$ cat config.mk
export PLATFORM = sky130hd
export DESIGN_NAME = decode
export DESIGN_NICKNAME = d
export VERILOG_FILES = /design/src/rtl/decode.sv
export SDC_FILE = /design/constraint.sdc
export NUM_CORES = 2
export LEC_CHECK = 0
export ABC_CLOCK_PERIOD_IN_PS = 163800
export BUFFER_PORTS_ARGS = -buffer_cell sky130_fd_sc_hd__buf_2
export CELL_PAD_IN_SITES_DETAIL_PLACEMENT = 1
export CELL_PAD_IN_SITES_GLOBAL_PLACEMENT = 1
export CORE_MARGIN = 4
export CORE_UTILIZATION = 57
export CTS_CLUSTER_SIZE = 20
export DETAILED_ROUTE_END_ITERATION = 12
export PLACE_DENSITY = 0.88
export SETUP_SLACK_MARGIN = 0.05
export SLEW_MARGIN = 20
export SYNTH_ARGS = -nofsm -noshare
export SYNTH_HDL_FRONTEND = slang
export SYNTH_SLANG_ARGS = --single-unit
$ cat constraint.sdc
create_clock -name clk -period 163.8 [get_ports clk]
set_input_delay 40.95 -clock clk [delete_from_list [all_inputs] [get_ports clk]]
set_output_delay 40.95 -clock clk [all_outputs]
set_load 0.02 [all_outputs]
$ cat src/rtl/decode.sv
// Instruction-decode stage: field decode, 32-entry register file, load-use
// hazard detection, jump redirect and the ID/EX pipeline register.
module decode #(
    parameter int unsigned WIDTH     = 32,
    parameter bit          REGBYPASS = 1'b1
) (
    input  logic             clk,
    input  logic             reset,
    input  logic [31:0]      FetchData_IF,
    input  logic [31:0]      Pc_IF,
    input  logic             BranchTaken_EX,
    input  logic             RegWrite_WB,
    input  logic [4:0]       WriteReg_WB,
    input  logic [WIDTH-1:0] WriteData_WB,
    output logic             AnyStall,
    output logic             Jump_ID,
    output logic [31:0]      RedirectPc_ID,
    output logic             Valid_EX,
    output logic             RegWrite_EX,
    output logic             MemRead_EX,
    output logic             MemWrite_EX,
    output logic             Branch_EX,
    output logic [5:0]       Funct_EX,
    output logic [4:0]       Rs_EX,
    output logic [4:0]       Rt_EX,
    output logic [4:0]       DestReg_EX,
    output logic [WIDTH-1:0] RsData_EX,
    output logic [WIDTH-1:0] RtData_EX,
    output logic [WIDTH-1:0] Imm_EX,
    output logic [31:0]      Pc_EX
);

    localparam logic [5:0] OpRtype = 6'h00;
    localparam logic [5:0] OpLw    = 6'h23;
    localparam logic [5:0] OpSw    = 6'h2B;
    localparam logic [5:0] OpBeq   = 6'h04;
    localparam logic [5:0] OpAddi  = 6'h08;
    localparam logic [5:0] OpJ     = 6'h02;
    localparam logic [5:0] OpJal   = 6'h03;

    typedef struct packed {
        logic             valid;
        logic             reg_write;
        logic             mem_read;
        logic             mem_write;
        logic             branch;
        logic [5:0]       funct;
        logic [4:0]       rs;
        logic [4:0]       rt;
        logic [4:0]       dest;
        logic [WIDTH-1:0] rs_data;
        logic [WIDTH-1:0] rt_data;
        logic [WIDTH-1:0] imm;
        logic [31:0]      pc;
    } id_ex_t;

    id_ex_t           id_ex_q, id_ex_d;
    logic [WIDTH-1:0] rf_q [32];

    logic [5:0]       op;
    logic [4:0]       rs, rt, rd;
    logic             dec_reg_write, dec_mem_read, dec_mem_write, dec_branch;
    logic             dec_uses_rt, dec_is_jump, dec_link;
    logic [4:0]       dec_dest;
    logic [WIDTH-1:0] rs_data, rt_data;
    logic [31:0]      pc_plus8;
    logic [3:0]       jump_region;
    logic             any_stall;

    assign op = FetchData_IF[31:26];
    assign rs = FetchData_IF[25:21];
    assign rt = FetchData_IF[20:16];
    assign rd = FetchData_IF[15:11];

    // Control decode from the opcode; unknown opcodes decode as a nop.
    always_comb begin
        dec_reg_write = 1'b0;
        dec_mem_read  = 1'b0;
        dec_mem_write = 1'b0;
        dec_branch    = 1'b0;
        dec_uses_rt   = 1'b0;
        dec_is_jump   = 1'b0;
        dec_link      = 1'b0;
        dec_dest      = 5'd0;
        case (op)
            OpRtype: begin
                dec_reg_write = 1'b1;
                dec_uses_rt   = 1'b1;
                dec_dest      = rd;
            end
            OpLw: begin
                dec_reg_write = 1'b1;
                dec_mem_read  = 1'b1;
                dec_dest      = rt;
            end
            OpSw: begin
                dec_mem_write = 1'b1;
                dec_uses_rt   = 1'b1;
            end
            OpBeq: begin
                dec_branch  = 1'b1;
                dec_uses_rt = 1'b1;
            end
            OpAddi: begin
                dec_reg_write = 1'b1;
                dec_dest      = rt;
            end
            OpJ: dec_is_jump = 1'b1;
            OpJal: begin
                dec_is_jump   = 1'b1;
                dec_link      = 1'b1;
                dec_reg_write = 1'b1;
                dec_dest      = 5'd31;
            end
            default: ;
        endcase
    end

    // Register file read ports; r0 is hardwired, optional same-cycle WB forwarding.
    always_comb begin
        rs_data = rf_q[rs];
        rt_data = rf_q[rt];
        if (rs == 5'd0) begin
            rs_data = '0;
        end else if (REGBYPASS && RegWrite_WB && (WriteReg_WB == rs)) begin
            rs_data = WriteData_WB;
        end
        if (rt == 5'd0) begin
            rt_data = '0;
        end else if (REGBYPASS && RegWrite_WB && (WriteReg_WB == rt)) begin
            rt_data = WriteData_WB;
        end
    end

    // Register file write port; writes to r0 are discarded.
    always_ff @(posedge clk or posedge reset) begin
        if (reset) begin
            for (int i = 0; i < 32; i++) begin
                rf_q[i] <= '0;
            end
        end else if (RegWrite_WB && (WriteReg_WB != 5'd0)) begin
            rf_q[WriteReg_WB] <= WriteData_WB;
        end
    end

    assign pc_plus8 = Pc_IF + 32'd8;
    // Top nibble of Pc_IF+4: only carries when Pc_IF[27:2] is all ones.
    assign jump_region = Pc_IF[31:28] + {3'b000, &Pc_IF[27:2]};
    assign RedirectPc_ID = {jump_region, FetchData_IF[25:0], 2'b00};

    assign any_stall = id_ex_q.mem_read && (id_ex_q.rt != 5'd0) &&
                       ((id_ex_q.rt == rs) || (dec_uses_rt && (id_ex_q.rt == rt))) &&
                       !BranchTaken_EX;
    assign AnyStall  = any_stall && !reset;
    assign Jump_ID   = dec_is_jump && !BranchTaken_EX && !any_stall && !reset;

    // ID/EX next state: bubble on squash or stall, otherwise the decoded instruction.
    always_comb begin
        id_ex_d = '0;
        if (!BranchTaken_EX && !any_stall) begin
            id_ex_d.valid     = 1'b1;
            id_ex_d.reg_write = dec_reg_write;
            id_ex_d.mem_read  = dec_mem_read;
            id_ex_d.mem_write = dec_mem_write;
            id_ex_d.branch    = dec_branch;
            id_ex_d.funct     = FetchData_IF[5:0];
            id_ex_d.rs        = rs;
            id_ex_d.rt        = rt;
            id_ex_d.dest      = dec_dest;
            id_ex_d.rs_data   = rs_data;
            id_ex_d.rt_data   = dec_link ? WIDTH'(pc_plus8) : rt_data;
            id_ex_d.imm       = {{(WIDTH - 16){FetchData_IF[15]}}, FetchData_IF[15:0]};
            id_ex_d.pc        = Pc_IF;
        end
    end

    // ID/EX pipeline register.
    always_ff @(posedge clk or posedge reset) begin
        if (reset) begin
            id_ex_q <= '0;
        end else begin
            id_ex_q <= id_ex_d;
        end
    end

    assign Valid_EX    = id_ex_q.valid;
    assign RegWrite_EX = id_ex_q.reg_write;
    assign MemRead_EX  = id_ex_q.mem_read;
    assign MemWrite_EX = id_ex_q.mem_write;
    assign Branch_EX   = id_ex_q.branch;
    assign Funct_EX    = id_ex_q.funct;
    assign Rs_EX       = id_ex_q.rs;
    assign Rt_EX       = id_ex_q.rt;
    assign DestReg_EX  = id_ex_q.dest;
    assign RsData_EX   = id_ex_q.rs_data;
    assign RtData_EX   = id_ex_q.rt_data;
    assign Imm_EX      = id_ex_q.imm;
    assign Pc_EX       = id_ex_q.pc;

endmodule

==> impl_results.md <==
* Initial DRC Count at 6368
* Number of global-route vias before repair at 47300
* Skew final at 49.8 ps
* Share of cells above drive strength 1 at 0.528
* DRT Wirelength at 239000 um
* Startpoint types: input port
* Mapped Area at 59300 um^2
* GRT Resource Usage Total at 0.442
* Core region area at 103000 um^2
* Die Height at 331 um
* Simple-gate share of the synthesized area at 0.0317
* CTS tree: built
* CP max stage cell: nor3_1
* Multi-input gate area at 28600 um^2
* Met1 Track Usage GR at 0.523
* Worst reg2reg startpoint: Rt_EX[1]
* Adder-cell share of the synthesized area at 0.000633
* Flops & latches, synth at 1156
* Clock transition at path regs at 60 ps
* Cts repair resizes at 0
* Postcts setup bufs at 0
* Setup TNS at 0 ps
* Max clock buf depth at 3
* Top Usage Layer GRT: met2
* Clock Sinks at 1156
* Total number of vias at 43400
* Syn_area_per_cell at 15.0 um^2
* Std-Cell Rows at 118
* Min-delay src: rf_q[1015]
* Met3 GRT Util at 0.161
* Post-place setup slack at 79080 ps
* Latest clock arrival within the worst-skew pair at 770 ps
* DP Wirelength at 123000 um
* Max-slew headroom at 0.198
* Cell count after synthesis at 3949
* Crit. End Element: output port
* # hold bufs at CTS at 0
* Post-synthesis mux area share at 0.402
* Ys async rst share at 1.00
* Antenna viol nets, final at 0
* Die X at 331 um
* Filler cell count at 9035
* Hold path depth at 0
* Critical Path AT at 43840 ps
* Worst flop-to-flop path endpoint: RtData_EX[14]
* Max Slew Vio Count at 0
* Die area at 109000 um^2
* Kind of critical path: input port to output port
* Status: finished clean
* Post-DR vias/cell at 7.93
* I/O pins at 293
* Starting Density at 0.574
* Setup ws final at 79010 ps
* Met2 usage at 0.658
* CTS Root Cell: clkbuf_16
* Num CTS Buffers at 121
* Worst Hold Endpoint: rf_q[1015]
* Fin crit period at 84790 ps
* XOR/XNOR share of the synthesized area at 0.00724
* Actual slew at the worst max-slew pin at 1200 ps
* Count of final setup violators at 0
* Largest net degree at the start of global routing at 172
* Global route overflow at 0
* Highest Clock Rate at 11.8 MHz
* Compound-gate portion of the synthesized area at 0.0355
* First-pass iteration count of the detailed router at 7
* Max_cap viols at 0
* Final Net Count at 4085
* Cell variety after synth at 51
* PD cells at 13.3 nW/um^2
* First-pass GRT wire length at 348000 um
* Largest family of logic cells by synthesized area: multiplexers
* PortBufs at 290
* H-tree depth at 3
* Crit path cell chain: buf_2, and4_1, nand4_2, nor3_2, buf_4, nand3_1, nor3_1, ha_1, ha_1, xor2_1, buf_2
* Initial antenna violation count at 18
* Synth warn at 0
* Final Hold Vio Count at 0
* Maximum fanout along the worst path at 7
* Max incr delay on CP at 510 ps
* DR WL/cell at 43.7 um
* Top_reg_cell synth: dfrtp_1
* Flop-to-flop setup slack at 158970 ps
* Number of synthesized flops with an enable pin at 0
* Hold/Removal Path Class: flop to flop
* Remaining DRCs at 0
* Worst-case vdd ir drop at 0.00922 mV
* Sequential area share after synthesis at 0.488
* GP Congestion at 0.825
* R2r worst-path depth at 9
* CP required at 122850 ps
* Layout area overhead at 10.9%
* Leak at 28.8 nW
* Fin crit share at 0.518
* FF/Latch Area at 28900 um^2
* Unrepaired setup endpoints after global routing: false
-- metal layers --
metal	part of all wire	vias to the layer above
met4	0.095	10
met3	0.13	1518
met2	0.45	4356
met1	0.32	22400
met5	0.00023	-
li1	-	15100
-- synth_stat cells, types with 2 or more instances --
cell      count  share of area
nand4_1      10         0.0011
nor3_1       10        0.00084
or4_1         3        0.00038
or2_2         3        0.00032
clkbuf_1    332          0.021
a221oi_1     13         0.0019
inv_1        12        0.00076
xor2_1       29         0.0043
nand2_1     151         0.0096
nor4_1        6        0.00063
nand3_1      16         0.0014
nand2_2       2        0.00021
or3_4         2        0.00038
xnor2_1      20         0.0030
o31ai_1       5        0.00063
mux2i_1      44         0.0074
nand3b_1      3        0.00038
and4_1        2        0.00030
a22oi_1     119          0.015
buf_1        25         0.0016
o32ai_1      26         0.0038
nor2b_1       6        0.00063
and3_1        6        0.00063
or3b_2        2        0.00030
nor3b_1       5        0.00063
mux2_2      932           0.18
a21oi_1      11        0.00093
buf_4        52         0.0066
dfrtp_1    1156           0.49
o21ai_0      67         0.0057
o22ai_1      28         0.0030
mux4_2      572           0.22
and2_1       55         0.0058
nor2_1      112         0.0071
a211oi_1     32         0.0041
buf_2        63         0.0053
ha_1          3        0.00063
-- how the worst max path moves through the flow --
stage,start,slack [ps],cells past startpoint,end
global placement,Pc_IF[5],79110,11,RedirectPc_ID[30]
CTS,Pc_IF[5],79100,11,RedirectPc_ID[30]
floorplan,reset,54770,3,Jump_ID
finish,Pc_IF[5],79010,11,RedirectPc_ID[30]
detailed placement,Pc_IF[5],79080,11,RedirectPc_ID[30]
global route,Pc_IF[5],78920,11,RedirectPc_ID[30]
-- per-stage QoR --
| step | hold slack (ps) | power [mW] | util | cell area (um^2) | cells |
|---|---|---|---|---|---|
| floorplan | 441 | 0.491 | - | 59300 | 3950 |
| detailed placement | 384 | 0.546 | 0.594 | 61400 | 5233 |
| global route | 417 | 0.892 | 0.636 | 65700 | 5466 |
| finish | 406 | 0.872 | 0.636 | 65800 | 5472 |
| CTS | 406 | 0.863 | 0.636 | 65700 | 5459 |
| global placement | 376 | 0.526 | 0.594 | 61400 | 5233 |
-- sequential cells by signal (all words and copies together) (netlist names), 5 cells and up --
register,cells
rf_q,1024
Pc_EX,32
RsData_EX,32
RtData_EX,32
Imm_EX,16
DestReg_EX,5
Rs_EX,5
Rt_EX,5
-- area by class of cell --
type                    instances  share of cell area
flip-flops and latches       1156               0.440
repair buffers                377              0.0333
clock inverters                68              0.0133
clock buffers                 158              0.0514
inverters                      14            0.000913
well taps                    1380              0.0263
diodes                         12            0.000457
multi-input cells            2307               0.434
-- kinds of logic (layout without fill, tap and decap cells) --
group | after synthesis | in the layout
compound gates | 305 | 305
simple gates | 400 | 400
mux | 1548 | 1548
flops | 1156 | 1156
other cells | 1 | 14
buf+inv | 487 | 617
fa+ha+maj | 3 | 3
xor+xnor | 49 | 49
-- worst max-delay path, delay by kind of cell --
kind	cells	cell delay, ps
simple gates	5	1540
buf+inv	3	710
fa+ha+maj	2	460
xor+xnor	1	140
-- cells in the final DEF, fill, tap and decap left out, types with 18 or more instances in the layout --
cell / synthesis / routed
xnor2_1: 20 / 19
nand2_1: 151 / 136
mux4_2: 572 / 572
xor2_1: 29 / 27
o32ai_1: 26 / 26
o21ai_0: 67 / 65
bufinv_16: 0 / 19
clkbuf_16: 0 / 122
nor2_1: 112 / 93
clkinv_2: 0 / 36
a211oi_1: 32 / 31
o22ai_1: 28 / 28
nor2_4: 0 / 18
and2_1: 55 / 54
a22oi_1: 119 / 119
clkbuf_8: 0 / 19
dfrtp_1: 1156 / 1156
buf_4: 52 / 85
mux2i_1: 44 / 44
buf_2: 63 / 283
mux2_2: 932 / 932
-- power breakdown --
part | switching [mW] | internal [mW]
clock network | 0.130 | 0.175
registers | 0.0533 | 0.336
logic | 0.0832 | 0.0940
total | 0.267 | 0.605
(Power assumes the default switching activity.)
